<file path="config.mk">
export PLATFORM = sky130hd
export DESIGN_NAME = fetch_predict
export DESIGN_NICKNAME = d
export VERILOG_FILES = /design/src/rtl/bp_pkg.sv /design/src/rtl/btb_table.sv /design/src/rtl/fetch_predict.sv
export SDC_FILE = /design/constraint.sdc
export NUM_CORES = 2
export LEC_CHECK = 0
export CORE_MARGIN = 2
export CORE_UTILIZATION = 45
export CTS_CLUSTER_SIZE = 25
export DETAILED_ROUTE_END_ITERATION = 8
export GPL_TIMING_DRIVEN = 0
export HOLD_SLACK_MARGIN = 0.06
export PLACE_DENSITY_LB_ADDON = 0.12
export SYNTH_ARGS = -nofsm -noshare
export SYNTH_HDL_FRONTEND = slang
export SYNTH_SLANG_ARGS = --single-unit
</file>
<file path="constraint.sdc">
create_clock -name CLK -period 5.65 [get_ports CLK]
set_clock_uncertainty 0.1 [all_clocks]
set_input_delay 0.565 -clock CLK [delete_from_list [all_inputs] [get_ports CLK]]
set_output_delay 0.565 -clock CLK [all_outputs]
set_load 0.01 [all_outputs]
</file>
<file path="src/rtl/bp_pkg.sv">
// bp_pkg: shared definitions for the fetch-stage branch predictor.
//   ctr_t            2-bit direction counter encodings (SNT/WNT/WT/ST)
//   CTR_RESET        counter value after reset (weakly not-taken)
//   CTR_ALLOC        counter value given to a freshly allocated entry
//   DEFAULT_RESET_PC default fetch address after reset
package bp_pkg;

  typedef enum logic [1:0] {
    SNT = 2'b00,
    WNT = 2'b01,
    WT  = 2'b10,
    ST  = 2'b11
  } ctr_t;

  localparam ctr_t        CTR_RESET        = WNT;
  localparam ctr_t        CTR_ALLOC        = WT;
  localparam logic [31:0] DEFAULT_RESET_PC = 32'hBFC0_0000;

endpackage

</file>
<file path="src/rtl/btb_table.sv">
// btb_table: direct-mapped branch target buffer with 2-bit direction counters.
// One combinational read port (lookup) and one synchronous write port (training).
// Ports:
//   clk, rst_n            clock, asynchronous active-low reset
//   rd_idx, rd_tag        lookup index/tag of the current fetch PC
//   rd_taken              lookup hit and counter predicts taken
//   rd_target             stored target of the indexed entry
//   wr_en                 training strobe
//   wr_idx, wr_tag        index/tag of the resolved branch
//   wr_taken, wr_target   resolved direction and target
module btb_table
  import bp_pkg::*;
#(
  parameter int ENTRIES = 16,
  parameter int IDX_W   = $clog2(ENTRIES),
  parameter int TAG_W   = 30 - IDX_W
) (
  input  logic             clk,
  input  logic             rst_n,
  input  logic [IDX_W-1:0] rd_idx,
  input  logic [TAG_W-1:0] rd_tag,
  output logic             rd_taken,
  output logic [31:0]      rd_target,
  input  logic             wr_en,
  input  logic [IDX_W-1:0] wr_idx,
  input  logic [TAG_W-1:0] wr_tag,
  input  logic             wr_taken,
  input  logic [31:0]      wr_target
);

  logic             valid  [ENTRIES];
  logic [TAG_W-1:0] tagmem [ENTRIES];
  logic [31:0]      target [ENTRIES];
  ctr_t             ctr    [ENTRIES];

  logic             wr_hit;

  function automatic ctr_t sat_inc(input ctr_t c);
    return (c == ST) ? ST : ctr_t'(c + 2'd1);
  endfunction

  function automatic ctr_t sat_dec(input ctr_t c);
    return (c == SNT) ? SNT : ctr_t'(c - 2'd1);
  endfunction

  // Lookup reads the arrays directly, so a same-cycle write is not seen
  // until the following cycle (read-before-write).
  assign rd_taken  = valid[rd_idx] && (tagmem[rd_idx] == rd_tag) && ctr[rd_idx][1];
  assign rd_target = target[rd_idx];

  assign wr_hit = valid[wr_idx] && (tagmem[wr_idx] == wr_tag);

  always_ff @(posedge clk or negedge rst_n) begin
    if (!rst_n) begin
      for (int i = 0; i < ENTRIES; i++) begin
        valid[i]  <= 1'b0;
        tagmem[i] <= '0;
        target[i] <= '0;
        ctr[i]    <= CTR_RESET;
      end
    end else if (wr_en) begin
      if (wr_hit) begin
        if (wr_taken) begin
          ctr[wr_idx]    <= sat_inc(ctr[wr_idx]);
          target[wr_idx] <= wr_target;
        end else begin
          ctr[wr_idx]    <= sat_dec(ctr[wr_idx]);
        end
      end else if (wr_taken) begin
        // Miss on a taken branch: evict whatever occupies the slot.
        valid[wr_idx]  <= 1'b1;
        tagmem[wr_idx] <= wr_tag;
        target[wr_idx] <= wr_target;
        ctr[wr_idx]    <= CTR_ALLOC;
      end
    end
  end

endmodule

</file>
<file path="src/rtl/fetch_predict.sv">
// fetch_predict: instruction-fetch stage with integrated BTB prediction.
// Ports:
//   CLK, RESET                clock, asynchronous active-low reset
//   STALL                     holds the PC (redirect still wins)
//   Instr_Addr_OUT            instruction-memory address (= PC)
//   Instr_Data_IN             instruction-memory read data
//   Instr1_IF, Instr_PC_IF,
//   Instr_PC_Plus4_IF         to the IF/ID register
//   Pred_Taken_IF,
//   Pred_Next_PC_IF           prediction for the instruction at PC
//   Redirect_Valid/_PC        misprediction redirect from EXE
//   Update_Valid/_PC/_Taken/
//   _Target                   predictor training from EXE
//   Mispredict_Count          number of redirect cycles since reset
module fetch_predict
  import bp_pkg::*;
#(
  parameter int          BTB_ENTRIES = 16,
  parameter logic [31:0] RESET_PC    = DEFAULT_RESET_PC
) (
  input  logic        CLK,
  input  logic        RESET,
  input  logic        STALL,
  output logic [31:0] Instr_Addr_OUT,
  input  logic [31:0] Instr_Data_IN,
  output logic [31:0] Instr1_IF,
  output logic [31:0] Instr_PC_IF,
  output logic [31:0] Instr_PC_Plus4_IF,
  output logic        Pred_Taken_IF,
  output logic [31:0] Pred_Next_PC_IF,
  input  logic        Redirect_Valid,
  input  logic [31:0] Redirect_PC,
  input  logic        Update_Valid,
  input  logic [31:0] Update_PC,
  input  logic        Update_Taken,
  input  logic [31:0] Update_Target,
  output logic [31:0] Mispredict_Count
);

  localparam int IDX_W = $clog2(BTB_ENTRIES);
  localparam int TAG_W = 30 - IDX_W;

  logic [31:0] pc;
  logic [31:0] pc_plus4;
  logic [31:0] btb_target;
  logic        btb_taken;
  logic [31:0] mispredict_cnt;

  // Update addresses are word-aligned by construction; their low bits carry no index/tag.
  logic unused_update_lsb;
  assign unused_update_lsb = ^Update_PC[1:0];

  btb_table #(
    .ENTRIES (BTB_ENTRIES),
    .IDX_W   (IDX_W),
    .TAG_W   (TAG_W)
  ) u_btb (
    .clk       (CLK),
    .rst_n     (RESET),
    .rd_idx    (pc[IDX_W+1:2]),
    .rd_tag    (pc[31:IDX_W+2]),
    .rd_taken  (btb_taken),
    .rd_target (btb_target),
    .wr_en     (Update_Valid),
    .wr_idx    (Update_PC[IDX_W+1:2]),
    .wr_tag    (Update_PC[31:IDX_W+2]),
    .wr_taken  (Update_Taken),
    .wr_target (Update_Target)
  );

  assign pc_plus4          = pc + 32'd4;
  assign Instr_Addr_OUT    = pc;
  assign Instr1_IF         = Instr_Data_IN;
  assign Instr_PC_IF       = pc;
  assign Instr_PC_Plus4_IF = pc_plus4;
  assign Pred_Taken_IF     = btb_taken;
  assign Pred_Next_PC_IF   = btb_taken ? btb_target : pc_plus4;
  assign Mispredict_Count  = mispredict_cnt;

  // Redirect beats stall: a misprediction must flush even a frozen front end.
  always_ff @(posedge CLK or negedge RESET) begin
    if (!RESET) begin
      pc             <= RESET_PC;
      mispredict_cnt <= '0;
    end else begin
      if (Redirect_Valid) begin
        pc             <= Redirect_PC;
        mispredict_cnt <= mispredict_cnt + 32'd1;
      end else if (!STALL) begin
        pc <= Pred_Next_PC_IF;
      end
    end
  end

endmodule

</file>
After elaboration in Yosys (flattened, before gate mapping)
Cells that the tools add are included.

storage, ports and cells
  register bits = 1,040
  output and inout bits = 193
  word-level logic and storage cells = 134

cells by class
  add/subtract/negate cells = 4
  magnitude comparators = 3
  equality and inequality tests = 4
  multiplexer cells = 41
  bitwise gates (word level) = 7
  reduce and logical (&&, ||, !) cells = 9

operators with widths
  operator                                                    number
  bitwise mux 512 bit                                         1
  bitwise mux 416 bit                                         1
  2-to-1 mux 32 bit                                           9
  binary-select mux 26 bit (select 4 bit)                     2
  2-to-1 mux 26 bit                                           5
  binary-select mux 32 bit (select 4 bit)                     1
  demux 32 bit (select 4 bit)                                 1
  demux 26 bit (select 4 bit)                                 1
  bitwise mux 32 bit                                          2
  == test 26 bit                                              2
  adder 32 x 1 -> 32 bit, second input constant               1
  adder 32 x 3 -> 32 bit, second input constant               1
  OR 16 bit                                                   2
  AND 16 bit                                                  1
  binary-select mux 2 bit (select 4 bit)                      2
  NOT 16 bit                                                  1
  2-to-1 mux 2 bit                                            7
  greater-or-equal comparator 5 bit, second input constant    2
  NOT 4 -> 5 bit                                              2
  binary-select mux 1 bit (select 4 bit)                      2
  demux 2 bit (select 4 bit)                                  1
  less-than comparator 5 x 1 -> 1 bit, second input constant  1
  2-to-1 mux 1 bit                                            5
  demux 1 bit (select 4 bit)                                  1
  10 further kinds                                            14

Longest topological paths before layout
  depth after elaboration = 10
  mapped depth = 16
  gate-level depth less buffers = 9

Cells and area by module
Synthesis repeated with hierarchy kept, for this count alone.

unflattened totals
  cell total of the unflattened synthesis = 4,175
  area, all modules = 53,331.1 sq um

modules (own cells, without submodules)
  module         instances  cells each  area each (sq um)  seq. area each (sq um)
  btb_table      1          3,636       48,635.4           24,443.4
  fetch_predict  1          539         4,695.8            1,612.8

Worst setup path before layout
Ideal clock, no wire load.

  path type = flip-flop to output port
  start point = reg pc[2] (netlist: Instr_Addr_OUT[2])
  end point = out Pred_Next_PC_IF[0]
  arrival time = 3,522 ps
  required time = 4,985 ps
  slack = 1,463 ps
  stages on the path, launching flop included = 11
  buffers on the path = 7
  cells stage by stage = dfrtp_1 -> buf_2 -> buf_2 -> buf_2 -> clkbuf_1 -> buf_2 -> buf_2 -> buf_2 -> mux4_2 -> mux4_2 -> mux2_2

on the way
  longest elaborated chain between the ends = 8
  elaborated cells between the ends (all ways) = 17

ends and longest elaborated chain
  what                                                   line                              RTL
  start: declaration                                     fetch_predict.sv:43               logic [31:0] pc;
  start signal: assignment                               fetch_predict.sv:87               pc <= Redirect_PC;
  start signal: assignment                               fetch_predict.sv:90               pc <= Pred_Next_PC_IF;
  NOT 4 -> 5 bit (implied by the code) *                 btb_table.sv:48, btb_table.sv:49
  binary-select mux 26 bit (select 4 bit)                btb_table.sv:48                   assign rd_taken = valid[rd_idx] && (tagmem[rd_idx] == rd_tag) && ctr[rd_idx][1];
  2-to-1 mux 26 bit (implied by the code) (2 in series)  btb_table.sv:48
  == test 26 bit                                         btb_table.sv:48
  logical AND 1 bit (2 in series)                        btb_table.sv:48
  2-to-1 mux 32 bit *                                    fetch_predict.sv:77               assign Pred_Next_PC_IF = btb_taken ? btb_target : pc_plus4;
  end: declaration                                       fetch_predict.sv:30               output logic [31:0] Pred_Next_PC_IF,

Every way passes the cells marked *; elsewhere a longest branch is shown, timed or not. The select of a mux whose other input is x is not followed.

Worst setup path in the final report
  start point = in Update_PC[3]
  end point = reg u_btb.valid[0] in the netlist's numbering

on the way
  longest elaborated chain between the ends = 8
  elaborated cells between the ends (all ways) = 17

ends and longest elaborated chain
  what                                                   line                              RTL
  start: declaration                                     fetch_predict.sv:34               input logic [31:0] Update_PC,
  NOT 4 -> 5 bit (implied by the code) *                 btb_table.sv:51, btb_table.sv:71
  binary-select mux 26 bit (select 4 bit)                btb_table.sv:51                   assign wr_hit = valid[wr_idx] && (tagmem[wr_idx] == wr_tag);
  2-to-1 mux 26 bit (implied by the code) (2 in series)  btb_table.sv:51
  == test 26 bit                                         btb_table.sv:51
  logical AND 1 bit                                      btb_table.sv:51
  NOT 1 bit (no source line)                             --
  AND reduction 3 bit (no source line)                   --
  end signal: indexed assignment                         btb_table.sv:56                   valid[i] <= 1'b0;
  end signal: indexed assignment                         btb_table.sv:71                   valid[wr_idx] <= 1'b1;
  end: declaration                                       btb_table.sv:31                   logic valid [ENTRIES];

Marks and branches as above.
A chain may end at the register's enable or synchronous reset.

==> impl_metrics.env <==
export IMPL_layout_commonest_cell="dfrtp_1"
export IMPL_numCtsBuffers=116
export IMPL_initial_core_util_pct=45.4
export IMPL_leakage_nw=28.6
export IMPL_place_hpwl_mm=135
export IMPL_ys_flop_type="dfrtp_1"
export IMPL_area_growth_pct=18.2
export IMPL_p_int_w=0.0164
export IMPL_core_area_um2=118000
export IMPL_p_clk_share_pct=33.7
export IMPL_final_period_utilization_pct=99.9
export IMPL_ant_nets=0
export IMPL_grt_pass1_wl_mm=282
export IMPL_clk_path_buf_depth=3
export IMPL_timing_final_crit_period_ps=5650
export IMPL_die_h_um=349
export IMPL_synth_top_cell_area_share_pct=47.3
export IMPL_fmax_ghz=0.177
export IMPL_drtIter0Drc=4122
export IMPL_setup_violations=0
export IMPL_timing_final_ws_setup_ps=4.56
export IMPL_critical_path_class="input port to flip-flop"
export IMPL_ys_seq_area_share_pct=48.5
export IMPL_p_comb_share_pct=24.1
export IMPL_status="complete, no violations"
export IMPL_hold_viol_final=0
export IMPL_worstSkewPairLatency_ps=740
export IMPL_cp_max_fo=10
export IMPL_power_switching_w=0.00694
export IMPL_grt_use_total_pct=32.4
export IMPL_slew_headroom_pct=9.53
export IMPL_crit_chain="clkdlybuf4s50_1, buf_4, buf_4, buf_4, mux4_2, a221oi_1, xor2_1, nand4_1, nor4_2, and4_1, buf_4, buf_6, nor2_4, buf_2, or2_2"
export IMPL_grt_max_degree=155
export IMPL_maxSlewViolCount=0
export IMPL_max_stage_delay_ps=650
export IMPL_io_pins=327
export IMPL_ys_async_sr_fraction_pct=100
export IMPL_crit_path_end_kind="flip-flop"
export IMPL_viasPerCell=6.11
export IMPL_dp_cells=6012
export IMPL_min_path_type="input port to async pin"
export IMPL_tightest_slew_ps=1350
export IMPL_syn_inst=4190
export IMPL_crit_top_cell="buf_4"
export IMPL_ys_ff_latch=1040
export IMPL_die_area_um2=122000
export IMPL_r2r_cells=12
export IMPL_cts_tree="done"
export IMPL_synth_distinct_cells=69
export IMPL_synth_area_leaders="dfrtp_1 (47%), mux4_2 (15%), mux2_2 (10%), nand2_1 (7.0%), mux2_4 (5.3%)"
export IMPL_start_kind="input port"
export IMPL_path_clk_slew_ps=60
export IMPL_overflow=0
export IMPL_grt_pass1_vias=38400
export IMPL_post_place_ws_ps=-1380
export IMPL_synth_nets=4326
export IMPL_ys_warnings_count=0
export IMPL_gp_congestion=0.950
export IMPL_arrival_ps=6120
export IMPL_cts_sinks=1040
export IMPL_dr_pass1_iters=6
export IMPL_p_sw_share_pct=29.7
export IMPL_maxCapViolCount=0
export IMPL_drcViolationCount=0
export IMPL_rows=126
export IMPL_vias=38200
export IMPL_routed_wl_mm=197
export IMPL_power_density_nw_per_um2=368
export IMPL_antenna_found_initial=11
export IMPL_drive_above_1_share_pct=33.7
export IMPL_reg2reg_to="u_btb.valid[0]"
export IMPL_regToRegSetupSlack_ps=970
export IMPL_critPathRequiredTime_ps=6130
export IMPL_final_cell_mix="dfrtp_1 (1011), nand2_1 (995), mux2_2 (488)"
export IMPL_critPathSlowestCell="clkdlybuf4s50_1"
export IMPL_synth_avg_cell_area_um2=12.8
export IMPL_port_buffer_count=279
export IMPL_wl_per_cell_um=31.5
export IMPL_yosysTopAreaCell="dfrtp_1"
export IMPL_p_seq_share_pct=42.2
export IMPL_htreeDepth=3
export IMPL_peakVddDrop_mv=0.310
export IMPL_syn_cell_area_um2=53700
export IMPL_instances_no_fill=6251
export IMPL_root_buffer="clkbuf_16"
export IMPL_chipWidth_um=349
export IMPL_synth_edf_count=0
export IMPL_r2r_start="u_btb.tagmem[106]"
export IMPL_nNetsFinal=4750
[stage by stage]
stage	cell area, µm²	hold WS (ps)	TNS (ps)	util, %	power [W]
2_1_floorplan	53700	169	0	-	0.0131
3_3_place_gp	58400	354	-	49.4	0.0153
3_5_place_dp	58600	319	-274150	49.6	0.0153
4_1_cts	63300	207	0	53.5	0.0233
5_1_grt	63500	235	-3.57	53.7	0.0242
6_report	63500	240	0	53.7	0.0233
[sequential cells by signal, summed over array words and instances, names as in the netlist]
signal,cells
u_btb.tagmem,416
u_btb.valid,16
u_btb.ctr,32
Mispredict_Count,32
u_btb.target,512
Instr_Addr_OUT,32
[critical path: cells and delay by family]
family | cells | cell delay (ps)
xor+xnor | 1 | 510
simple gates | 5 | 1790
mux | 1 | 370
compound gates | 1 | 330
buf+inv | 7 | 2530
[final cells by class]
class                      count  area (µm²)
antenna                        1        2.50
buffer                       404        2490
clock buffer                 172        3410
clock inverter                46         552
fill                       10200       54800
inverter                      34         140
multi-input combinational   2709       25600
sequential                  1040       26100
tap                         1536        1920
timing repair buffer         309        3260
[cell usage after synthesis (all sizes together), types with 24 or more instances]
cell and n:
clkbuf 209, xnor2 74, inv 33, dfstp 25
nand3 41, mux4 364, nor2 92, mux2 678
buf 198, and3 24, nand2 995, xor2 37
o221a 29, mux2i 113, a22oi 44, dfrtp 1015
[timing repair]
item / in CTS / in global routing
pin swaps: 4 / 4
hold endpoints to repair: 165 / 0
endpoints found under the setup margin: 131 / 316
resized for setup: 226 / 37
hold buffers: 1 / 0
setup buffers: 9 / 12
gates cloned: 1 / 0
[power by group through the flow]
stage	clock network (W)	registers [W]	logic, W
final	0.00787	0.00985	0.00562
after global routing	0.00825	0.00999	0.00592
after CTS	0.00798	0.00980	0.00557
after detailed placement	0	0.00990	0.00539
after global placement	0	0.00995	0.00530
after floorplan	0	0.00954	0.00355
[layer usage]
layer	vias up	global-route usage, %	share of wire, %
met1	20100	43.5	40
met2	1948	49.9	46
li1	15700	-	-
met4	14	12.4	4.2
met3	421	9.06	9.9
met5	-	1.33	0.16
[how the worst max path moves through the flow]
| stage | start | to | slack [ps] | cells after the start |
|---|---|---|---|---|
| 2_1_floorplan | Instr_Addr_OUT[2] | Pred_Next_PC_IF[0] | 1460 | 10 |
| 3_3_place_gp | RESET | u_btb.target[337] | -45300 | 1 |
| 3_5_place_dp | Instr_Addr_OUT[2] | Pred_Next_PC_IF[29] | -1380 | 10 |
| 4_1_cts | Instr_Addr_OUT[2] | Pred_Next_PC_IF[7] | 2 | 10 |
| 5_1_grt | Instr_Addr_OUT[2] | Pred_Next_PC_IF[13] | -2 | 12 |
| 6_report | Update_PC[3] | u_btb.valid[0] | 5 | 15 |
[logic make-up (layout without fill, tap and decap cells)]
kind of cell	count (synthesis)	count (layout)	share of synthesized area (%)
compound gates	189	189	2.79
xor+xnor	111	111	1.81
fa+ha+maj	4	4	0.0839
buf+inv	441	965	4.19
flops	1040	1040	48.5
mux	1155	1155	32.9
other cells	0	1	0
simple gates	1250	1250	9.66
Power figures use the tool's default switching activity.
